## config.mk

```make
export PLATFORM = sky130hd
export DESIGN_NAME = raycast_column_writer
export DESIGN_NICKNAME = d
export VERILOG_FILES = /design/src/rtl/raycast_column_writer.sv
export SDC_FILE = /design/constraint.sdc
export NUM_CORES = 1
export LEC_CHECK = 0
export ABC_AREA = 1
export BUFFER_PORTS_ARGS = -buffer_cell sky130_fd_sc_hd__buf_2
export CAP_MARGIN = 10
export CELL_PAD_IN_SITES_DETAIL_PLACEMENT = 1
export CELL_PAD_IN_SITES_GLOBAL_PLACEMENT = 2
export CORE_ASPECT_RATIO = 1.75
export CORE_MARGIN = 5
export CORE_UTILIZATION = 29
export DETAILED_ROUTE_END_ITERATION = 10
export PLACE_DENSITY_LB_ADDON = 0.08
export RECOVER_POWER = 25
export SYNTH_ARGS = -nofsm -noshare
export SYNTH_HDL_FRONTEND = slang
export SYNTH_SLANG_ARGS = --single-unit
```

## constraint.sdc

```tcl
create_clock -name i_clk -period 1.8 [get_ports i_clk]
set_clock_uncertainty 0.15 [all_clocks]
set_input_delay 0.18 -clock i_clk [delete_from_list [all_inputs] [get_ports i_clk]]
set_output_delay 0.18 -clock i_clk [all_outputs]
set_load 0.01 [all_outputs]
```

## src/rtl/raycast_column_writer.sv

```systemverilog
// Column-height writer: streams per-column wall heights into the back
// buffer of a ping-pong pair and swaps buffers at vertical blanking.
module raycast_column_writer #(
  parameter int NUM_COLS   = 640,
  parameter int ADDR_W     = 10,
  parameter int DATA_W     = 10,
  parameter int MAX_HEIGHT = 480,
  parameter int V_VISIBLE  = 480
) (
  input  logic              i_clk,
  input  logic              i_rst,
  input  logic              i_valid,
  output logic              o_ready,
  input  logic [DATA_W-1:0] i_height,
  input  logic [9:0]        i_vp,
  output logic              o_wen1,
  output logic [ADDR_W-1:0] o_waddr1,
  output logic [DATA_W-1:0] o_wdata1,
  output logic              o_wen2,
  output logic [ADDR_W-1:0] o_waddr2,
  output logic [DATA_W-1:0] o_wdata2,
  output logic              o_buffer_sel,
  output logic              o_swap,
  output logic              o_late
);

  typedef enum logic {
    FILL      = 1'b0,
    WAIT_SWAP = 1'b1
  } state_t;

  localparam logic [ADDR_W-1:0] LAST_COL =
    ADDR_W'(NUM_COLS - 1);
  localparam logic [9:0] VV = 10'(V_VISIBLE);
  localparam logic [DATA_W-1:0] MAXH =
    DATA_W'(MAX_HEIGHT);

  state_t state;
  state_t state_nx;

  logic [ADDR_W-1:0] col;
  logic [9:0]        vp_prev;
  logic              vb_edge;
  logic              xfer;
  logic              last_col;
  logic              do_swap;
  logic [DATA_W-1:0] clamped;

  assign vb_edge  = (vp_prev != VV) && (i_vp == VV);
  assign xfer     = i_valid && o_ready;
  assign last_col = (col == LAST_COL);
  assign do_swap  = (state == WAIT_SWAP) && vb_edge;
  assign clamped  = (i_height > MAXH) ? MAXH : i_height;

  // State register
  always_ff @(posedge i_clk) begin
    if (i_rst) state <= FILL;
    else       state <= state_nx;
  end

  // Next state: leave FILL on the last column, return on blanking
  always_comb begin
    state_nx = state;
    unique case (1'b1)
      (state == FILL): begin
        if (xfer && last_col) state_nx = WAIT_SWAP;
      end
      (state == WAIT_SWAP): begin
        if (vb_edge) state_nx = FILL;
      end
      default: state_nx = FILL;
    endcase
  end

  // Outputs decoded from state: accept beats only while filling
  always_comb begin
    o_ready = 1'b0;
    unique case (1'b1)
      (state == FILL):      o_ready = 1'b1;
      (state == WAIT_SWAP): o_ready = 1'b0;
      default:              o_ready = 1'b0;
    endcase
  end

  // Column counter wraps to 0 after the last column of a frame
  always_ff @(posedge i_clk) begin
    if (i_rst)      col <= '0;
    else if (xfer)  col <= last_col ? '0 : col + 1'b1;
  end

  // Previous vertical position for blanking-edge detection
  always_ff @(posedge i_clk) begin
    if (i_rst) vp_prev <= '0;
    else       vp_prev <= i_vp;
  end

  // Registered write into the back buffer only
  always_ff @(posedge i_clk) begin
    if (i_rst) begin
      o_wen1   <= 1'b0;
      o_waddr1 <= '0;
      o_wdata1 <= '0;
      o_wen2   <= 1'b0;
      o_waddr2 <= '0;
      o_wdata2 <= '0;
    end else begin
      o_wen1 <= xfer && !o_buffer_sel;
      o_wen2 <= xfer && o_buffer_sel;
      if (xfer && !o_buffer_sel) begin
        o_waddr1 <= col;
        o_wdata1 <= clamped;
      end
      if (xfer && o_buffer_sel) begin
        o_waddr2 <= col;
        o_wdata2 <= clamped;
      end
    end
  end

  // Buffer select toggles with a coincident swap pulse; late is sticky
  always_ff @(posedge i_clk) begin
    if (i_rst) begin
      o_buffer_sel <= 1'b1;
      o_swap       <= 1'b0;
      o_late       <= 1'b0;
    end else begin
      o_swap <= do_swap;
      if (do_swap) o_buffer_sel <= ~o_buffer_sel;
      if (vb_edge && state == FILL) o_late <= 1'b1;
    end
  end

endmodule
```

==> impl_metrics.toml, run 1 <==
[clock_network]
clock_latency_ps = 330
cts_root_buf = "clkbuf_16"
cts_buffers = 9
cts_tree = "built"
cts.sinks = 66
cts_resized = 0
cts_max_path_buffers = 2
cts.clk_slew.worst_paths_ps = 60
h-tree-depth = 3
post_cts_buffers = 0

[min_path]
hold_start = "i_height[2]"
hold_path.class = "input pin to flop"
holdPathEnd = "o_wdata1[2]$_SDFFE_PP0P_"
hold_depth = 3

[cells_and_area]
layout-drive-gt1-share_pct = 23.1
n_fill_cell = 1088
antenna_cells = 0
layoutNonFillerInstCount = 529
syn_to_final_growth_pct = 33.5
nNetsFinal = 431

[sta]
max_slew_margin_pct = 74.8
grt_setup_unrepaired = "no"
worst_slack_ps = 178
slew_viol_final = 0
setup_viol = 0
period_share_pct = 90.1
worstMarginPinSlew_ps = 375
setup-tns-final_ps = 0
fmax_ghz = 0.616
finalHoldViolations = 0
holdWs_ps = 13.0
min_period_ps = 1620

[drt]
first_iter_violations = 102
vias = 2337
drt_wl_total_um = 7420
drtPass1Iterations = 4
post_drt_wl_per_cell_um = 14.0
drcViolationCount = 0
ant_nets = 0
vias_per_cell = 4.42

[synthesis]
synth_nets = 349
synth_edf_count = 0
netlist_area_um2 = 2610
synth_cell_types = 35
yosysTopAreaCell = "dfxtp_1"
synth_fa_ha_area_share_pct = 0.480
synth_top_area_share_pct = 50.6
yosysWarnings = 0
yosys.area_share.simple_pct = 24.7
yosys_most_used_dff = "dfxtp_1"
synth_most_common_cell = "dfxtp_1"
synthCells = 325
synth_top_cells_by_count = "dfxtp_1, nor2_1, inv_1, nand2_1, o21ai_0"
synth_compound_area_share_pct = 13.0
synth.area.mux_share_pct = 0
yosysSeqAreaShare_pct = 50.6
synth_top_family_by_area = "simple AND/OR/NAND/NOR gates"
synth_xor_area_share_pct = 1.01
async_flop_share_pct = 0
avgSynthCellArea_um2 = 8.03
synth_area_leaders = "dfxtp_1, nor2_1, o21ai_0"
ys_seq_elements = 66

[placed_design]
dp_hpwl_um = 5500
placed_cells = 503
pre_cts_ws_ps = 157
portBuffers = 68
finalWeightedCongestion = 0.748

[global_route]
grt_pass1_wl_um = 12000
grt_usage_pct = 14.5
grt_max_degree = 30
first_global_vias = 2392
antenna_found_initial = 0
grt-ovfl-total = 0

[die]
core-area_um2 = 8730
floorplan.die_area_um2 = 11100
initial_core_util_pct = 29.9
die_w_um = 81.7
ios = 69
num_rows = 45
die_y_um = 135

[worst_setup_path]
path_max_fanout = 4
rr_endpoint = "col[8]$_SDFFE_PP0N_"
regToRegSetupSlack_ps = 180
cpPeakStageDelay_ps = 390
r2r-start = "col[1]$_SDFFE_PP0N_"
required_ps = 1880
end_kind = "flop"
critPathKind = "flop to flop"
crit_slowest_cell = "dfxtp_1"
worst_setup_path_start_kind = "flop"
crit_path_cell_trace = "ha_1 > nand2_1 > nor2_4 > nand3_1 > nand2_2 > inv_2 > nand2_1 > nor2_2"
crit_top_cell = "nand2_1"
worstPathArrival_ps = 1700
reg2reg_depth = 8

[status]
outcome = "finished, final reports clean"

[power]
power_density_nw_per_um2 = 1080
ir_drop_mv = 0.501
leakage_nw = 1.61

[flow_run]
cap_violations = 0
## worst max-delay path: cells and delay by family (launching register included)
family,cells,cell delay (ps)
AND/OR/NAND/NOR,6,720
flip-flops,1,390
adder cells (fa/ha/maj),1,210
buffers and inverters,1,50
## sequential cells by signal, summed over array words and instances (netlist names)
| register | cells |
|---|---|
| o_waddr2 | 10 |
| o_wdata2 | 10 |
| o_late | 1 |
| o_wdata1 | 10 |
| o_wen2 | 1 |
| state | 1 |
| o_wen1 | 1 |
| o_swap | 1 |
| vp_prev | 10 |
| col | 10 |
| o_waddr1 | 10 |
| o_buffer_sel | 1 |
## per-layer routing
layer	share of wire, %	vias up	global-route usage [%]
met5	0	-	0
met2	55	49	26.0
met4	1.5	0	6.38
met3	4.6	7	3.66
li1	-	1196	-
met1	39	1085	15.5
## how the worst max path moves through the flow
stage	start	endpoint	slack, ps	cells after the start
2_1_floorplan	col[0]$_SDFFE_PP0N_	col[8]$_SDFFE_PP0N_	450	8
4_1_cts	col[1]$_SDFFE_PP0N_	col[8]$_SDFFE_PP0N_	140	8
3_3_place_gp	col[1]$_SDFFE_PP0N_	col[8]$_SDFFE_PP0N_	140	8
5_1_grt	col[1]$_SDFFE_PP0N_	col[8]$_SDFFE_PP0N_	70	8
6_report	col[1]$_SDFFE_PP0N_	col[8]$_SDFFE_PP0N_	180	8
3_5_place_dp	col[1]$_SDFFE_PP0N_	col[8]$_SDFFE_PP0N_	160	8
## through the flow
stage	total power, mW	util (%)	area (um^2)
floorplan	1.68	-	2610
global placement	1.77	35.2	3070
detailed placement	1.78	35.2	3070
CTS	3.83	40.3	3510
global route	3.92	39.9	3480
finish	3.76	39.9	3480
## final cells by class
cell class	count	area, um^2	share of cell area (%)
well taps	117	146	4.20
flip-flops and latches	66	1320	37.9
inverters	45	170	4.89
multi-input cells	201	1020	29.4
clock inverters	7	116	3.34
repair buffers	84	480	13.8
clock buffers	9	225	6.47
## kinds of logic after synthesis
logic type               Yosys count
AO/OA/AOI/OAI                     60
XOR/XNOR                           3
adder cells (fa/ha/maj)            1
buffers and inverters             58
flip-flops                        66
AND/OR/NAND/NOR                  137
## repair_timing
action | in CTS | in global routing
hold buffers | 10 | 0
endpoints found under the hold margin | 10 | 0
setup endpoints to repair | 0 | 0
## cell usage in the layout, fill, tap and decap left out, drive strengths merged, types with 3 or more instances in the layout
cell / count
dfxtp: 66
nor3: 4
clkbuf: 33
nor2: 65
nand3: 20
a21oi: 20
dlygate4sd3: 10
o21a: 4
nand4: 7
buf: 50
clkinv: 4
inv: 44
nand2: 37
o21ai: 35
bufinv: 3
## where the power goes
part | total (mW) | internal, mW | switching (mW)
registers | 1.52 | 1.50 | 0.0193
clock network | 2.01 | 1.35 | 0.660
logic | 0.227 | 0.0916 | 0.135
total | 3.76 | 2.95 | 0.815
(Power assumes the default switching activity.)
==> run 2, diff against run 1 <==
Settings changed: CELL_PAD_IN_SITES_DETAIL_PLACEMENT 1 to 0, CELL_PAD_IN_SITES_GLOBAL_PLACEMENT 2 to 1, CORE_UTILIZATION 29 to 35, RECOVER_POWER 25 to not set.
==> run 2 against run 1 <==
Effect of this change:
- non-clock buffer count fell by 1
- combinational power barely moved
- first-iteration DRC count fell by 16%
- die area fell by 16%
==> impl_metrics.toml, run 2 (same netlist as run 1, synthesis figures left out) <==
[global_route]
grt_pass1_wl_um = 10700
first_global_vias = 2224
grt_usage_pct = 15.2
antenna_found_initial = 0
grt-ovfl-total = 0
grt_max_degree = 26

[clock_network]
h-tree-depth = 3
cts.clk_slew.worst_paths_ps = 50
cts_max_path_buffers = 2
cts.sinks = 66
cts_tree = "built"
cts_resized = 0
cts_buffers = 9
clock_latency_ps = 320
cts_root_buf = "clkbuf_16"

[cells_and_area]
final_common_cell = "buf_2"
layoutNonFillerInstCount = 496
layout_common_cells = "buf_2, dfxtp_1, nor2_1"
layout-drive-gt1-share_pct = 28.3
nNetsFinal = 430
antenna_cells = 0
syn_to_final_growth_pct = 30.2

[sta]
worst_slack_ps = 229
fmax_ghz = 0.636
worstMarginPinSlew_ps = 413
setup-tns-final_ps = 0
grt_setup_unrepaired = "no"
setup_viol = 0
min_period_ps = 1570
slew_viol_final = 0
finalHoldViolations = 0
max_slew_margin_pct = 72.3
period_share_pct = 87.3

[placed_design]
finalWeightedCongestion = 0.850
placed_cells = 471
portBuffers = 68
dp_hpwl_um = 4900
pre_cts_ws_ps = 225

[worst_setup_path]
critPathKind = "flop to flop"
path_max_fanout = 4
worst_setup_path_start_kind = "flop"
crit_slowest_cell = "dfxtp_1"
required_ps = 1870
critical_path_cell_count = 8
cpPeakStageDelay_ps = 380
worstPathArrival_ps = 1640
critPathTopFamily = "simple AND/OR/NAND/NOR gates"
end_kind = "flop"
crit_top_cell = "nand2_1"
reg2reg_depth = 8
crit_path_cell_trace = "ha_1 > nand2_1 > nor2_4 > nand3_1 > nand2_2 > inv_2 > nand2_1 > nor2_2"
crit_buf_inv = 1

[drt]
vias = 2319
ant_nets = 0
drcViolationCount = 0
drtPass1Iterations = 4
first_iter_violations = 86
post_drt_wl_per_cell_um = 13.2
drt_wl_total_um = 6560
vias_per_cell = 4.68

[die]
floorplan.die_area_um2 = 9350
die_y_um = 124
core-area_um2 = 7230
ios = 69
die_w_um = 75.3
num_rows = 41
initial_core_util_pct = 36.1

[power]
pwr-share-comb_pct = 6.8
power_density_nw_per_um2 = 981
ir_drop_mv = 0.649
p_clk_share_pct = 47.5
p_seq_share_pct = 45.7
leakage_nw = 1.67
internal_power_mw = 2.59
p_sw_mw = 0.738
sw_frac_of_total_pct = 22.1

[status]
outcome = "finished, final reports clean"

[min_path]
hold_path.class = "input pin to flop"
hold_depth = 3

[flow_run]
cap_violations = 0
run 2: cell types whose count changed in the layout (fill, tap and decap cells not counted), sizes merged:
cell,change
buf,+23
clkbuf,-21
bufinv,-3
clkinv,+1
clkinvlp,-1
inv,-1
run 2: metal layers:
layer,track usage (%),up-vias,part of all wire [%]
met4,8.44,0,3.5
met3,4.93,16,6.5
li1,-,1196,-
met2,25.7,64,53
met5,0,-,0
met1,15.9,1043,37
run 2: cell type report:
type	count	area, um^2
fill	753	3840
sequential	66	1320
multi-input combinational	201	1020
timing repair buffer	83	503
clock buffer	12	256
inverter	45	170
tap	86	108
clock inverter	3	15.0
run 2: timing repair:
item | 4_1_cts | 5_1_grt
setup buffers | 0 | 0
endpoints found under the hold margin | 10 | 0
hold buffers | 10 | 0
run 2: power by group through the flow:
stage / Clock (mW) / Combinational (mW) / Sequential (mW)
6_report: 1.58 / 0.227 / 1.52
4_1_cts: 1.63 / 0.232 / 1.52
2_1_floorplan: 0 / 0.114 / 1.57
3_3_place_gp: 0 / 0.214 / 1.55
5_1_grt: 1.69 / 0.258 / 1.53
3_5_place_dp: 0 / 0.215 / 1.55
run 2: through the flow:
step | hold WS, ps | area [um^2] | power (mW) | utilization [%]
4_1_cts | 12.3 | 3400 | 3.38 | 47.0
6_report | 22.7 | 3400 | 3.33 | 47.0
2_1_floorplan | 137 | 2610 | 1.68 | -
3_3_place_gp | 250 | 3030 | 1.77 | 41.8
5_1_grt | 36.7 | 3400 | 3.48 | 47.0
3_5_place_dp | 252 | 3030 | 1.77 | 41.8
run 2: worst register-to-register path, cell delays in order, from the launching register on:
cell	delay [ps]
dfxtp_1	380
ha_1	200
nand2_1	120
nor2_4	170
nand3_1	150
nand2_2	150
inv_2	60
nand2_1	70
nor2_2	40
run 2: path summary, 6_finish.rpt:
kind | from | end | slack (ps)
hold / removal | i_height[4] | o_wdata1[4]$_SDFFE_PP0P_ | 20
hold reg to reg | o_late$_SDFFE_PP0P_ | o_late$_SDFFE_PP0P_ | 300
setup / recovery | col[1]$_SDFFE_PP0N_ | col[8]$_SDFFE_PP0N_ | 230
setup reg to reg | col[1]$_SDFFE_PP0N_ | col[8]$_SDFFE_PP0N_ | 230
==> run 3, diff against run 2 <==
Settings changed: CORE_UTILIZATION 35 to 39, CTS_BUF_LIST set to sky130_fd_sc_hd__clkbuf_8, SKIP_LAST_GASP set to 1.
==> run 3 against run 2 <==
Effect of this change:
- maximum frequency rose by 0.17%
- power shrank 5.0%
- die area down 9.2%
- clock-buffer cell count is 1 lower
- combinational power is 3% higher
- cell area rose by 0.15%
==> impl_metrics.toml, run 3 (same netlist as run 1, synthesis figures left out) <==
[status]
outcome = "finished, final reports clean"

[worst_setup_path]
path_max_fanout = 17
regToRegSetupSlack_ps = 230
worst_setup_path_start_kind = "flop"
rr_endpoint = "o_waddr1[5]$_SDFFE_PP0P_"
r2r-start = "state$_SDFF_PP0_"
worstPathArrival_ps = 1700
required_ps = 1930
crit_slowest_cell = "dfxtp_1"
end_kind = "flop"
crit_path_cell_trace = "inv_2 > nand2_4 > nor2_4 > buf_4 > o21ai_0 > a21oi_1"
cpPeakStageDelay_ps = 340
reg2reg_depth = 6
critPathKind = "flop to flop"

[global_route]
grt_pass1_wl_um = 11100
grt-ovfl-total = 0
antenna_found_initial = 0
grt_usage_pct = 16.7
grt_max_degree = 25
first_global_vias = 2370

[drt]
first_iter_violations = 156
ant_nets = 0
vias_per_cell = 4.72
post_drt_wl_per_cell_um = 12.9
drtPass1Iterations = 4
drcViolationCount = 0
vias = 2362
drt_wl_total_um = 6460

[power]
ir_drop_mv = 0.494
total_power_mw = 3.16
power_density_nw_per_um2 = 930
leakage_nw = 1.67

[clock_network]
cts_root_buf = "clkbuf_8"
cts_buffers = 9
post_cts_buffers = 0
cts_max_path_buffers = 2
cts_tree = "built"
h-tree-depth = 3
cts.sinks = 66
cts.clk_slew.worst_paths_ps = 70
clock_latency_ps = 350

[cells_and_area]
layout_common_cells = "buf_2, dfxtp_1, nor2_1"
layout-drive-gt1-share_pct = 28.5
post-route-util_pct = 52.0
nNetsFinal = 437
final_common_cell = "buf_2"
antenna_cells = 0
syn_to_final_growth_pct = 30.4
final_area_um2 = 3400
layoutNonFillerInstCount = 500

[die]
die_w_um = 71.8
core-area_um2 = 6540
die_y_um = 118
initial_core_util_pct = 39.9
num_rows = 39
floorplan.die_area_um2 = 8490
ios = 69

[flow_run]
cap_violations = 0

[placed_design]
dp_hpwl_um = 4720
portBuffers = 68
pre_cts_ws_ps = 206
finalWeightedCongestion = 0.800
placed_cells = 469
dpl_cell_area_um2 = 3020

[sta]
holdWs_ps = 13.5
slew_viol_final = 0
worst_slack_ps = 231
setup-tns-final_ps = 0
worstMarginPinSlew_ps = 401
max_slew_margin_pct = 73.2
setup_viol = 0
finalHoldViolations = 0
min_period_ps = 1570
fmax_ghz = 0.638
period_share_pct = 87.1
grt_setup_unrepaired = "no"

[min_path]
hold_depth = 3
hold_path.class = "input pin to flop"
hold_start = "i_height[0]"
holdPathEnd = "o_wdata1[0]$_SDFFE_PP0P_"
[run 3: how the worst max path moves through the flow]
stage,from,to,slack [ps]
floorplan,col[0]$_SDFFE_PP0N_,col[8]$_SDFFE_PP0N_,450
global placement,state$_SDFF_PP0_,o_waddr1[3]$_SDFFE_PP0P_,230
detailed placement,state$_SDFF_PP0_,o_waddr1[5]$_SDFFE_PP0P_,210
CTS,state$_SDFF_PP0_,o_waddr1[5]$_SDFFE_PP0P_,180
global route,state$_SDFF_PP0_,o_waddr1[0]$_SDFFE_PP0P_,60
finish,state$_SDFF_PP0_,o_waddr1[5]$_SDFFE_PP0P_,230
[run 3: what timing repair did]
action,in CTS,in global routing
setup endpoints to repair,0,0
hold buffers,15,0
endpoints found under the hold margin,20,0
gates resized for setup,0,0
[run 3: area by class of cell]
cell class	count	area (um^2)
Clock buffer	11	151
Clock inverter	5	77.6
Fill cell	657	3140
Inverter	45	170
Multi-Input combinational cell	201	1020
Sequential cell	66	1320
Tap cell	82	103
Timing Repair Buffer	90	556
[run 3: critical path: cells and delay by family (launching register included)]
kind,cells,cell delay (ps)
and+or+nand+nor,2,450
buffers and inverters,2,360
AOI/OAI and AO/OA,2,200
DFF,1,340
[run 3: power breakdown]
part | internal, mW | leakage [nW] | switching [mW]
registers | 1.50 | 0.539 | 0.0191
clock network | 0.850 | 0.121 | 0.560
logic | 0.104 | 1.01 | 0.130
total | 2.46 | 1.67 | 0.709
[run 3: per-layer routing]
layer | GRT usage [%] | routed length [um] | vias to the layer above
met1 | 17.6 | 2440 | 1079
met4 | 7.76 | 139 | 0
met2 | 29.8 | 3470 | 58
met5 | 0 | 0 | -
met3 | 4.76 | 409 | 12
li1 | - | - | 1213
